<file path="config.mk">
export PLATFORM = sky130hd
export DESIGN_NAME = latch_write_arbiter
export DESIGN_NICKNAME = d
export VERILOG_FILES = /design/src/rtl/latch_write_arbiter.sv
export SDC_FILE = /design/constraint.sdc
export NUM_CORES = 1
export LEC_CHECK = 0
export CAP_MARGIN = 5
export CORE_MARGIN = 3
export CORE_UTILIZATION = 37
export DETAILED_ROUTE_END_ITERATION = 10
export PLACE_DENSITY = 0.77
export SYNTH_ARGS = -nofsm -noshare
export SYNTH_HDL_FRONTEND = slang
export SYNTH_SLANG_ARGS = --single-unit
</file>
<file path="constraint.sdc">
create_clock -name clk -period 1.56 [get_ports clk]
set_input_delay 0.156 -clock clk [delete_from_list [all_inputs] [get_ports clk]]
set_output_delay 0.156 -clock clk [all_outputs]
set_load 0.05 [all_outputs]
</file>
<file path="src/rtl/latch_write_arbiter.sv">
// Round-robin write sequencer for a bank of NOR gated D latches.
// Each grant runs setup -> enable -> hold on the shared En, then verifies Q/not_Q.
module latch_write_arbiter #(
  parameter int WIDTH        = 8,
  parameter int NREQ         = 4,
  parameter int SETUP_CYCLES = 1,
  parameter int EN_CYCLES    = 2,
  parameter int HOLD_CYCLES  = 1
) (
  input  logic                     clk,
  input  logic                     rst,
  input  logic [NREQ-1:0]          req,
  input  logic [NREQ*WIDTH-1:0]    data_in,
  output logic [NREQ-1:0]          ack,
  output logic                     latch_en,
  output logic [WIDTH-1:0]         latch_d,
  input  logic [WIDTH-1:0]         latch_q,
  input  logic [WIDTH-1:0]         latch_nq,
  output logic                     busy,
  output logic [$clog2(NREQ)-1:0]  grant_id,
  output logic                     err,
  output logic                     err_sticky
);

  localparam int IDW  = $clog2(NREQ);
  localparam int MAX1 = (SETUP_CYCLES > EN_CYCLES) ? SETUP_CYCLES : EN_CYCLES;
  localparam int MAXC = (MAX1 > HOLD_CYCLES) ? MAX1 : HOLD_CYCLES;
  localparam int CW   = $clog2(MAXC + 1);

  localparam logic [CW-1:0]  SETUP_LAST = CW'(SETUP_CYCLES - 1);
  localparam logic [CW-1:0]  EN_LAST    = CW'(EN_CYCLES - 1);
  localparam logic [CW-1:0]  HOLD_LAST  = CW'(HOLD_CYCLES - 1);
  localparam logic [IDW-1:0] ID_LAST    = IDW'(NREQ - 1);
  localparam logic [IDW:0]   NREQ_W     = (IDW+1)'(NREQ);

  typedef enum logic [2:0] {
    IDLE   = 3'd0,
    SETUP  = 3'd1,
    ENABLE = 3'd2,
    HOLD   = 3'd3,
    CHECK  = 3'd4
  } state_t;

  // True when the bank did not capture d on both the Q and not_Q rails.
  function automatic logic readback_bad(input logic [WIDTH-1:0] d,
                                        input logic [WIDTH-1:0] q,
                                        input logic [WIDTH-1:0] nq);
    return (q != d) || (nq != ~d);
  endfunction

  state_t           state_r, state_s;
  logic [CW-1:0]    cnt_r, cnt_s;
  logic [WIDTH-1:0] latch_d_r, latch_d_s;
  logic [IDW-1:0]   grant_id_r, grant_id_s;
  logic [IDW-1:0]   rr_ptr_r, rr_ptr_s;
  logic [NREQ-1:0]  ack_r, ack_s;
  logic             latch_en_r, latch_en_s;
  logic             busy_r, busy_s;
  logic             err_r, err_s;
  logic             err_sticky_r, err_sticky_s;
  logic             win_found_s;
  logic [IDW-1:0]   win_id_s;
  logic [IDW:0]     cand_s;

  // Round-robin search: first requester at or above rr_ptr, wrapping.
  always_comb begin
    win_found_s = 1'b0;
    win_id_s    = '0;
    cand_s      = '0;
    for (int k = 0; k < NREQ; k++) begin
      cand_s = {1'b0, rr_ptr_r} + (IDW+1)'(k);
      if (cand_s >= NREQ_W) begin
        cand_s = cand_s - NREQ_W;
      end else begin
        cand_s = cand_s;
      end
      if (!win_found_s && req[cand_s[IDW-1:0]]) begin
        win_found_s = 1'b1;
        win_id_s    = cand_s[IDW-1:0];
      end else begin
        win_found_s = win_found_s;
      end
    end
  end

  // Next-state and next-output logic; outputs are precomputed so they leave flops.
  always_comb begin
    state_s      = state_r;
    cnt_s        = cnt_r;
    latch_d_s    = latch_d_r;
    grant_id_s   = grant_id_r;
    rr_ptr_s     = rr_ptr_r;
    ack_s        = '0;
    latch_en_s   = 1'b0;
    err_s        = 1'b0;
    err_sticky_s = err_sticky_r;
    case (state_r)
      IDLE: begin
        if (win_found_s) begin
          latch_d_s  = data_in[win_id_s*WIDTH +: WIDTH];
          grant_id_s = win_id_s;
          cnt_s      = '0;
          state_s    = SETUP;
        end else begin
          state_s = IDLE;
        end
      end
      SETUP: begin
        if (cnt_r == SETUP_LAST) begin
          cnt_s      = '0;
          latch_en_s = 1'b1;
          state_s    = ENABLE;
        end else begin
          cnt_s = cnt_r + CW'(1);
        end
      end
      ENABLE: begin
        if (cnt_r == EN_LAST) begin
          cnt_s   = '0;
          state_s = HOLD;
        end else begin
          cnt_s      = cnt_r + CW'(1);
          latch_en_s = 1'b1;
        end
      end
      HOLD: begin
        // Readback is registered on entry to CHECK so err lines up with ack.
        if (cnt_r == HOLD_LAST) begin
          cnt_s             = '0;
          ack_s[grant_id_r] = 1'b1;
          err_s             = readback_bad(latch_d_r, latch_q, latch_nq);
          err_sticky_s      = err_sticky_r | err_s;
          state_s           = CHECK;
        end else begin
          cnt_s = cnt_r + CW'(1);
        end
      end
      CHECK: begin
        if (grant_id_r == ID_LAST) begin
          rr_ptr_s = '0;
        end else begin
          rr_ptr_s = grant_id_r + IDW'(1);
        end
        state_s = IDLE;
      end
      default: begin
        state_s = IDLE;
        cnt_s   = '0;
      end
    endcase
    busy_s = (state_s != IDLE);
  end

  // State and output registers; reset abandons any write in flight.
  always_ff @(posedge clk) begin
    if (rst) begin
      state_r      <= IDLE;
      cnt_r        <= '0;
      latch_d_r    <= '0;
      grant_id_r   <= '0;
      rr_ptr_r     <= '0;
      ack_r        <= '0;
      latch_en_r   <= 1'b0;
      busy_r       <= 1'b0;
      err_r        <= 1'b0;
      err_sticky_r <= 1'b0;
    end else begin
      state_r      <= state_s;
      cnt_r        <= cnt_s;
      latch_d_r    <= latch_d_s;
      grant_id_r   <= grant_id_s;
      rr_ptr_r     <= rr_ptr_s;
      ack_r        <= ack_s;
      latch_en_r   <= latch_en_s;
      busy_r       <= busy_s;
      err_r        <= err_s;
      err_sticky_r <= err_sticky_s;
    end
  end

  assign ack        = ack_r;
  assign latch_en   = latch_en_r;
  assign latch_d    = latch_d_r;
  assign busy       = busy_r;
  assign grant_id   = grant_id_r;
  assign err        = err_r;
  assign err_sticky = err_sticky_r;

endmodule

</file>
==> run metrics, run 1 <==
root buffer cell clkbuf_8; number of iterations in the first detailed-routing pass 4; Max-Cap Viols 0; largest net degree at the start of global routing 18; cts hold-fix bufs 0; Arr. time, crit path approximately 1.7 ns; final wirelength between 4000 and 5000 µm; unrepaired setup endpoints after global routing true; initial core utilization about 40%; worst setup path class reg -> reg; Post-Layout Cell Count 291; Port Buffers 71; n_diodes 0; die height between 70 and 80 µm; period utilization between 90% and 100%; Min Hold Slack between 0.4 and 0.5 ns; vias in the first global route roughly 1400; area post-placement 2320 µm²; Slew headroom 72.7%; Worst Skew 0.00239 ns; ratio of cells with drive above 1 in the final layout between 20% and 30%; Sum Neg Setup Slack 0 ns; crit start category flip-flop; total chip power 2.68 mW; min Tclk post-route between 1.5 and 2 ns; Net Count, Synth between 200 and 250; Layout area overhead 56.3%; Cell variety after synth 36; via count 1498; Synth Instances between 150 and 200; CTS clk-pin slew, worst paths approximately 0.08 ns; fin worst setup slack between 0.05 and 0.06 ns; Slew Limit Fails 0; Final ANT Viol Nets 0; hold path depth 1; worst-path maximum fanout 8; placed wire-length estimate roughly 3400 µm; Worst-Margin Slew between 0.4 and 0.5 ns; PD cells 1130 nW/µm²; Avg Cell Area, Syn 9.55 µm²; CTS max path bufs 2; initial antenna violation count 0; die area around 5000 µm²; io pins 72; clock sinks 25; GR Util All Layers between 10% and 20%; nets 305; TritonCTS clock tree built; status completed; CTS Buf Count 3; synthesized flop and latch total 25; first-pass GRT wire length slightly below 7000 µm; Final GP Congestion ~0.79; worst skew pair latency between 0.2 and 0.3 ns; CP endpoint kind flip-flop; CP Data Required Time roughly 1.8 ns; Max Clk Rate 0.662 GHz; row cnt 22; routed length per instance between 10 and 15 µm; die width approximately 70 µm; Lkg Pwr between 0.9 and 1 nW; VDD IR-drop max 0.000485 V; Post-Place Cells approximately 290; depth of the most critical reg-to-reg path 5; pre-CTS WS -0.320 ns; post-synthesis sequential area ratio approximately a third; Iter 0 DRT Violations 26; # DRC 0; Via density 5.15; fin area 2370 µm²; Congestion Overflow GR 0; final core occ 62.5%; Final Setup Violations 0; Warnings, synthesis 0; HP Class reg -> reg; Post-Syn Area roughly 1500 µm²; H-tree levels 1; Final Hold Fails 0; Core ar. between 3000 and 4000 µm²
-- cells in the final DEF, fill, tap and decap left out, types with 2 or more instances in the layout --
| cell type | synthesis | routed |
|---|---|---|
| nor3_1 | 4 | 4 |
| nor2_2 | 2 | 2 |
| inv_1 | 7 | 6 |
| nor2_1 | 7 | 7 |
| o221ai_2 | 8 | 8 |
| mux2i_1 | 18 | 18 |
| clkbuf_8 | 0 | 3 |
| dfxtp_1 | 25 | 24 |
| nor4_2 | 2 | 2 |
| inv_2 | 1 | 2 |
| a21oi_1 | 7 | 7 |
| buf_4 | 0 | 31 |
| nand4_1 | 2 | 2 |
| nand2_1 | 21 | 21 |
| o22ai_1 | 9 | 9 |
| clkdlybuf4s50_1 | 0 | 49 |
| o21a_1 | 2 | 2 |
| dlygate4sd2_1 | 0 | 3 |
| ha_1 | 7 | 7 |
| and2_1 | 5 | 5 |
| nand2b_1 | 11 | 11 |
-- synthesized netlist by cell type, drive strengths merged --
cell type,count,share of area [%]
mux2i,18,12
a21oi,9,4.0
o221ai,8,7.9
nor3,4,1.3
a221oi,1,1.7
and2,5,2.1
or4,1,0.49
o22ai,9,3.7
mux2,1,0.74
nand2,21,5.2
nand3,1,0.33
dfxtp,25,33
inv,8,2.0
a21boi,1,0.49
o21ai,2,0.91
a22o,1,0.58
nand4,3,2.2
nand3b,1,0.49
buf,2,1.6
nor2,9,2.6
clkbuf,3,0.74
a2bb2oi,1,0.58
nand4b,1,1.6
a21o,1,0.49
xor2,1,0.58
nand2b,11,4.5
nor4,2,1.6
o21a,2,0.99
ha,7,5.8
-- path summary, 6_finish.rpt --
check	slack (ns)	startpoint	end
worst max-delay path	0.05	rr_ptr_r[0]$_SDFFE_PP0N_	latch_d[7]$_SDFFE_PP0P_
worst min-delay path	0.49	err_sticky$_SDFFE_PP0P_	err_sticky$_SDFFE_PP0P_
worst max register to register	0.05	rr_ptr_r[0]$_SDFFE_PP0N_	latch_d[7]$_SDFFE_PP0P_
worst min register to register	0.49	err_sticky$_SDFFE_PP0P_	err_sticky$_SDFFE_PP0P_
-- what timing repair did --
action                     in CTS  in global routing
resized for setup               5                  2
setup endpoints to repair       9                  9
setup buffers                   0                  1
pin swaps                       3                  3
-- where the power goes --
group	total, mW	internal, mW	switching, mW
logic	1.36	0.584	0.772
registers	0.947	0.774	0.173
clock network	0.377	0.182	0.195
total	2.68	1.54	1.14
-- worst max-delay path: stages, from the launching register on --
cell and delay [ns]:
dfxtp_2 0.36, inv_2 0.05, a22o_1 0.23, a221oi_4 0.32, nand4_4 0.25, o221ai_2 0.23
-- cells by family after synthesis --
kind of cell	synth area share, %
mux	12.6
simple gates	22.4
compound gates	21.3
xor+xnor	0.577
fa+ha+maj	5.77
buf+inv	4.37
flops	32.9
-- layer usage --
| layer | track usage, % | up-vias | share of wire (%) |
|---|---|---|---|
| li1 | - | 748 | - |
| met1 | 24.3 | 692 | 46 |
| met2 | 26.7 | 53 | 46 |
| met3 | 2.30 | 5 | 6.1 |
| met4 | 4.47 | 0 | 1.1 |
| met5 | 0 | - | 0 |
-- cell type report --
class,count,area (µm²)
fillers,337,1420
multi-input cells,121,956
repair buffers,85,782
flip-flops and latches,25,502
well taps,48,60.1
clock buffers,4,45.0
inverters,8,30.0
-- flip-flops by register name, summed over array words and instances (netlist names), 2 cells and up --
signal / flops
cnt_r: 2
rr_ptr_r: 2
ack: 4
grant_id: 2
state_r: 3
latch_d: 8
Note: power is estimated with default switching activity, not from simulation.
==> inputs of run 2 (changes only) <==
Settings changed: SLEW_MARGIN set to 15.
==> results of run 2 <==
No change in the layout: final DEF, timing and power equal those of run 1.
==> inputs of run 3 (changes only) <==
Settings changed: ABC_AREA set to 1, CAP_MARGIN 5 to not set, CORE_UTILIZATION 37 to 41, PLACE_DENSITY 0.77 to 0.78.
==> run metrics, run 3 <==
first-pass GRT wire length 8560 µm (was 6910 µm); row cnt 24 (was 22); die area 5640 µm² (was 4910 µm²); slowest cell on the critical path dfxtp_4 (was dfxtp_2); status complete, but fails checks (was completed); CP cell instances inv_8 > nand2_2 > nand3_1 > nand2_2 > inv_1 > nand3_4 > nand2_4 > inv_8 > nand2_4 > inv_4 > nand2_2 > nand3_1 > nand2_1 > inv_1 (was inv_2 > a22o_1 > a221oi_4 > nand4_4 > o221ai_2); Avg Cell Area, Syn 6.24 µm² (was 9.55 µm²); CP endpoint kind flip-flop (unchanged); vias in the first global route 2010 (was 1379); unrepaired setup endpoints after global routing true (unchanged); largest net degree at the start of global routing 14 (was 18); HP Class reg -> reg (unchanged); critical path depth 14 (was 5); Post-synth EDFFs 0 (unchanged); total chip power 2.97 mW (was 2.68 mW); final wirelength 5950 µm (was 4280 µm); Lkg Pwr 1.55 nW (was 0.947 nW); worst skew pair latency 0.27 ns (was 0.26 ns); Synth Flop Type dfxtp_1 (unchanged); Logic pwr share 58.1% (was 50.6%); CTS max path bufs 2 (unchanged); dominant cells by area after synthesis dfxtp_1, nand2_1, inv_1 (was dfxtp_1, mux2i_1, o221ai_2); Post-Syn Area 1960 µm² (was 1520 µm²); launch point of the worst reg-to-reg path rr_ptr_r[0]$_SDFFE_PP0N_ (unchanged); Core ar. 4470 µm² (was 3800 µm²); leading area contributor after synthesis dfxtp_1 (unchanged); die height 75.1 µm (was 70.1 µm); Post-synth top cells nand2_1, inv_1, nor2_1, dfxtp_1, nand3_1 (was dfxtp_1, nand2_1, mux2i_1, nand2b_1, o22ai_1); hold path depth 2 (was 1); Arr. time, crit path 1.98 ns (was 1.70 ns); failing checks negative setup slack; via count 2276 (was 1498); most used cell, CP nand2_2; CTS clk-pin slew, worst paths 0.08 ns (about the same); CP Data Required Time 1.73 ns (was 1.75 ns); Worst Setup SP rr_ptr_r[0]$_SDFFE_PP0N_ (unchanged); Worst Skew 0.00138 ns (was 0.00239 ns); # DRC 0 (unchanged); post-synth top area share 25.5% (was 32.9%); min Tclk post-route 1.81 ns (was 1.51 ns); Final ANT Viol Nets 0 (unchanged); most frequent cells in the layout inv_1, nand2_1, clkdlybuf4s50_1, buf_4, nor2_1 (was clkdlybuf4s50_1, buf_4, dfxtp_1, nand2_1, mux2i_1); internal power 1.62 mW (was 1.54 mW); depth of the most critical reg-to-reg path 14 (was 5); GR Util All Layers 19.2% (was 17.0%); PD cells 948 nW/µm² (was 1130 nW/µm²); Max Clk Rate 0.553 GHz (was 0.662 GHz); synthesized flop and latch total 25 (unchanged); initial antenna violation count 0 (unchanged); Cell variety after synth 33 (was 36); cell with the most instances after synthesis nand2_1 (was dfxtp_1); Min Hold Slack 0.471 ns (was 0.490 ns); period utilization 116% (was 96.8%); io pins 72 (unchanged); ratio of cells with drive above 1 in the final layout 27.9% (was 23.9%); worst-path maximum fanout 11 (was 8); Slew headroom 75.1% (was 72.7%); routed length per instance 12.9 µm (was 14.7 µm); Slew Limit Fails 0 (unchanged); Via density 4.95 (was 5.15); Switching Fraction 45.3% (was 42.5%); clock power share 12.7% (was 14.1%); clock sinks 25 (unchanged); NetSw 1.34 mW (was 1.14 mW); Crit path max-delay family simple AND/OR/NAND/NOR gates (was compound AO/OA/AOI/OAI gates); crit start category flip-flop (unchanged); root buffer cell clkbuf_8 (unchanged); VDD IR-drop max 0.000403 V (was 0.000485 V); crit path buf inv count 5 (was 1); area post-placement 2770 µm² (was 2320 µm²); commonest non-fill, non-tap cell in the layout inv_1 (was clkdlybuf4s50_1); fin area 3130 µm² (was 2370 µm²); worst setup path class reg -> reg (unchanged); Net Count, Synth 375 (was 220); fin worst setup slack -0.248 ns (was 0.0502 ns); number of iterations in the first detailed-routing pass 4 (unchanged); RR Endpoint latch_d[6]$_SDFFE_PP0P_ (was latch_d[7]$_SDFFE_PP0P_); Warnings, synthesis 0 (unchanged); cts hold-fix bufs 0 (unchanged); CTS Buf Count 3 (unchanged); Async S/R FF share, synth 0% (unchanged); nets 470 (was 305); placed wire-length estimate 4120 µm (was 3390 µm); Largest register FFs 8 (unchanged); CP max stage delay 0.40 ns (was 0.36 ns); Layout area overhead 59.7% (was 56.3%); n_diodes 0 (unchanged); Port Buffers 71 (unchanged); TritonCTS clock tree built (unchanged); die width 75.1 µm (was 70.1 µm); Final GP Congestion 0.884 (was 0.789); CP endpoint latch_d[6]$_SDFFE_PP0P_ (was latch_d[7]$_SDFFE_PP0P_); post-synthesis sequential area ratio 25.5% (was 32.9%); initial core utilization 43.8% (was 40.0%); Worst-Margin Slew 0.370 ns (was 0.405 ns); Max-Cap Viols 0 (unchanged); sequential power share 29.2% (was 35.3%); Final Hold Fails 0 (unchanged); Congestion Overflow GR 0 (unchanged); Final Setup Violations 14 (was 0); H-tree levels 1 (unchanged); R2R setup slack -0.25 ns (was 0.05 ns); min-delay src err_sticky$_SDFFE_PP0P_ (unchanged); Synth Instances 314 (was 159); Iter 0 DRT Violations 162 (was 26)
## run 3: cell count changes after synthesis, sizes merged, moves of 5 or more
cell,delta
mux2i,-18
o221ai,-8
nand4,+12
buf,+5
nor2,+21
nand3,+25
inv,+59
xnor2,+8
nand2b,-11
and2,-5
o21ai,+9
nand2,+68
o22ai,-7
or2,+6
## run 3: per-layer routing
layer / vias to the layer above / track usage (%) / share of wire [%]
met5: - / 0 / 0
met4: 0 / 4.85 / 0.86
met3: 5 / 2.40 / 8.0
met2: 103 / 32.4 / 48
met1: 996 / 26.1 / 43
li1: 1172 / - / -
## run 3: worst min-delay path, stage by stage, from the launching register on
cell	delay [ns]
dfxtp_1	0.34
nand2_1	0.05
o21ai_0	0.05
## run 3: cell families after synthesis
family	count (synthesis)	share of synthesized area, %
adders and majority gates	7	4.47
DFF	25	25.5
xor gates and xnor gates	9	4.02
AOI/OAI and AO/OA	28	7.79
and+or+nand+nor	170	41.6
buffers and inverters	75	16.5
## run 3: area by class of cell
type	count	area, µm²
Multi-Input combinational cell	216	1340
Timing Repair Buffer	96	903
Inverter	67	272
Sequential cell	25	509
Tap cell	52	65.1
Clock buffer	4	45.0
Fill cell	358	1350
## run 3: what timing repair did
item	in CTS	in global routing
pin swaps	5	15
cloned	2	3
endpoints found under the setup margin	14	15
resized for setup	21	37
setup buffers	3	4
## run 3: metrics by stage
stage	setup slack [ns]	utilization [%]	setup TNS, ns	instances
after global routing	-0.363	69.9	-4.00	460
after floorplan	-0.0219	-	-0.0659	314
after global placement	-0.315	62.0	-3.21	444
after detailed placement	-0.374	62.0	-3.84	444
final	-0.248	69.9	-2.54	460
after CTS	-0.168	65.6	-1.52	453
## run 3: power by group through the flow
stage	Clock, mW	Sequential [mW]	Combinational [mW]
4_1_cts	0.382	0.864	1.60
5_1_grt	0.411	0.880	1.88
6_report	0.377	0.865	1.72
3_3_place_gp	0	0.873	1.49
2_1_floorplan	0	1.15	0.758
3_5_place_dp	0	0.878	1.50
## run 3: worst min path at each step
stage | slack (ns) | end
6_report | 0.47 | err_sticky$_SDFFE_PP0P_
5_1_grt | 0.51 | err_sticky$_SDFFE_PP0P_
4_1_cts | 0.48 | err_sticky$_SDFFE_PP0P_
3_5_place_dp | 0.46 | err_sticky$_SDFFE_PP0P_
3_3_place_gp | 0.45 | err_sticky$_SDFFE_PP0P_
2_1_floorplan | 0.24 | state_r[2]$_SDFF_PP0_
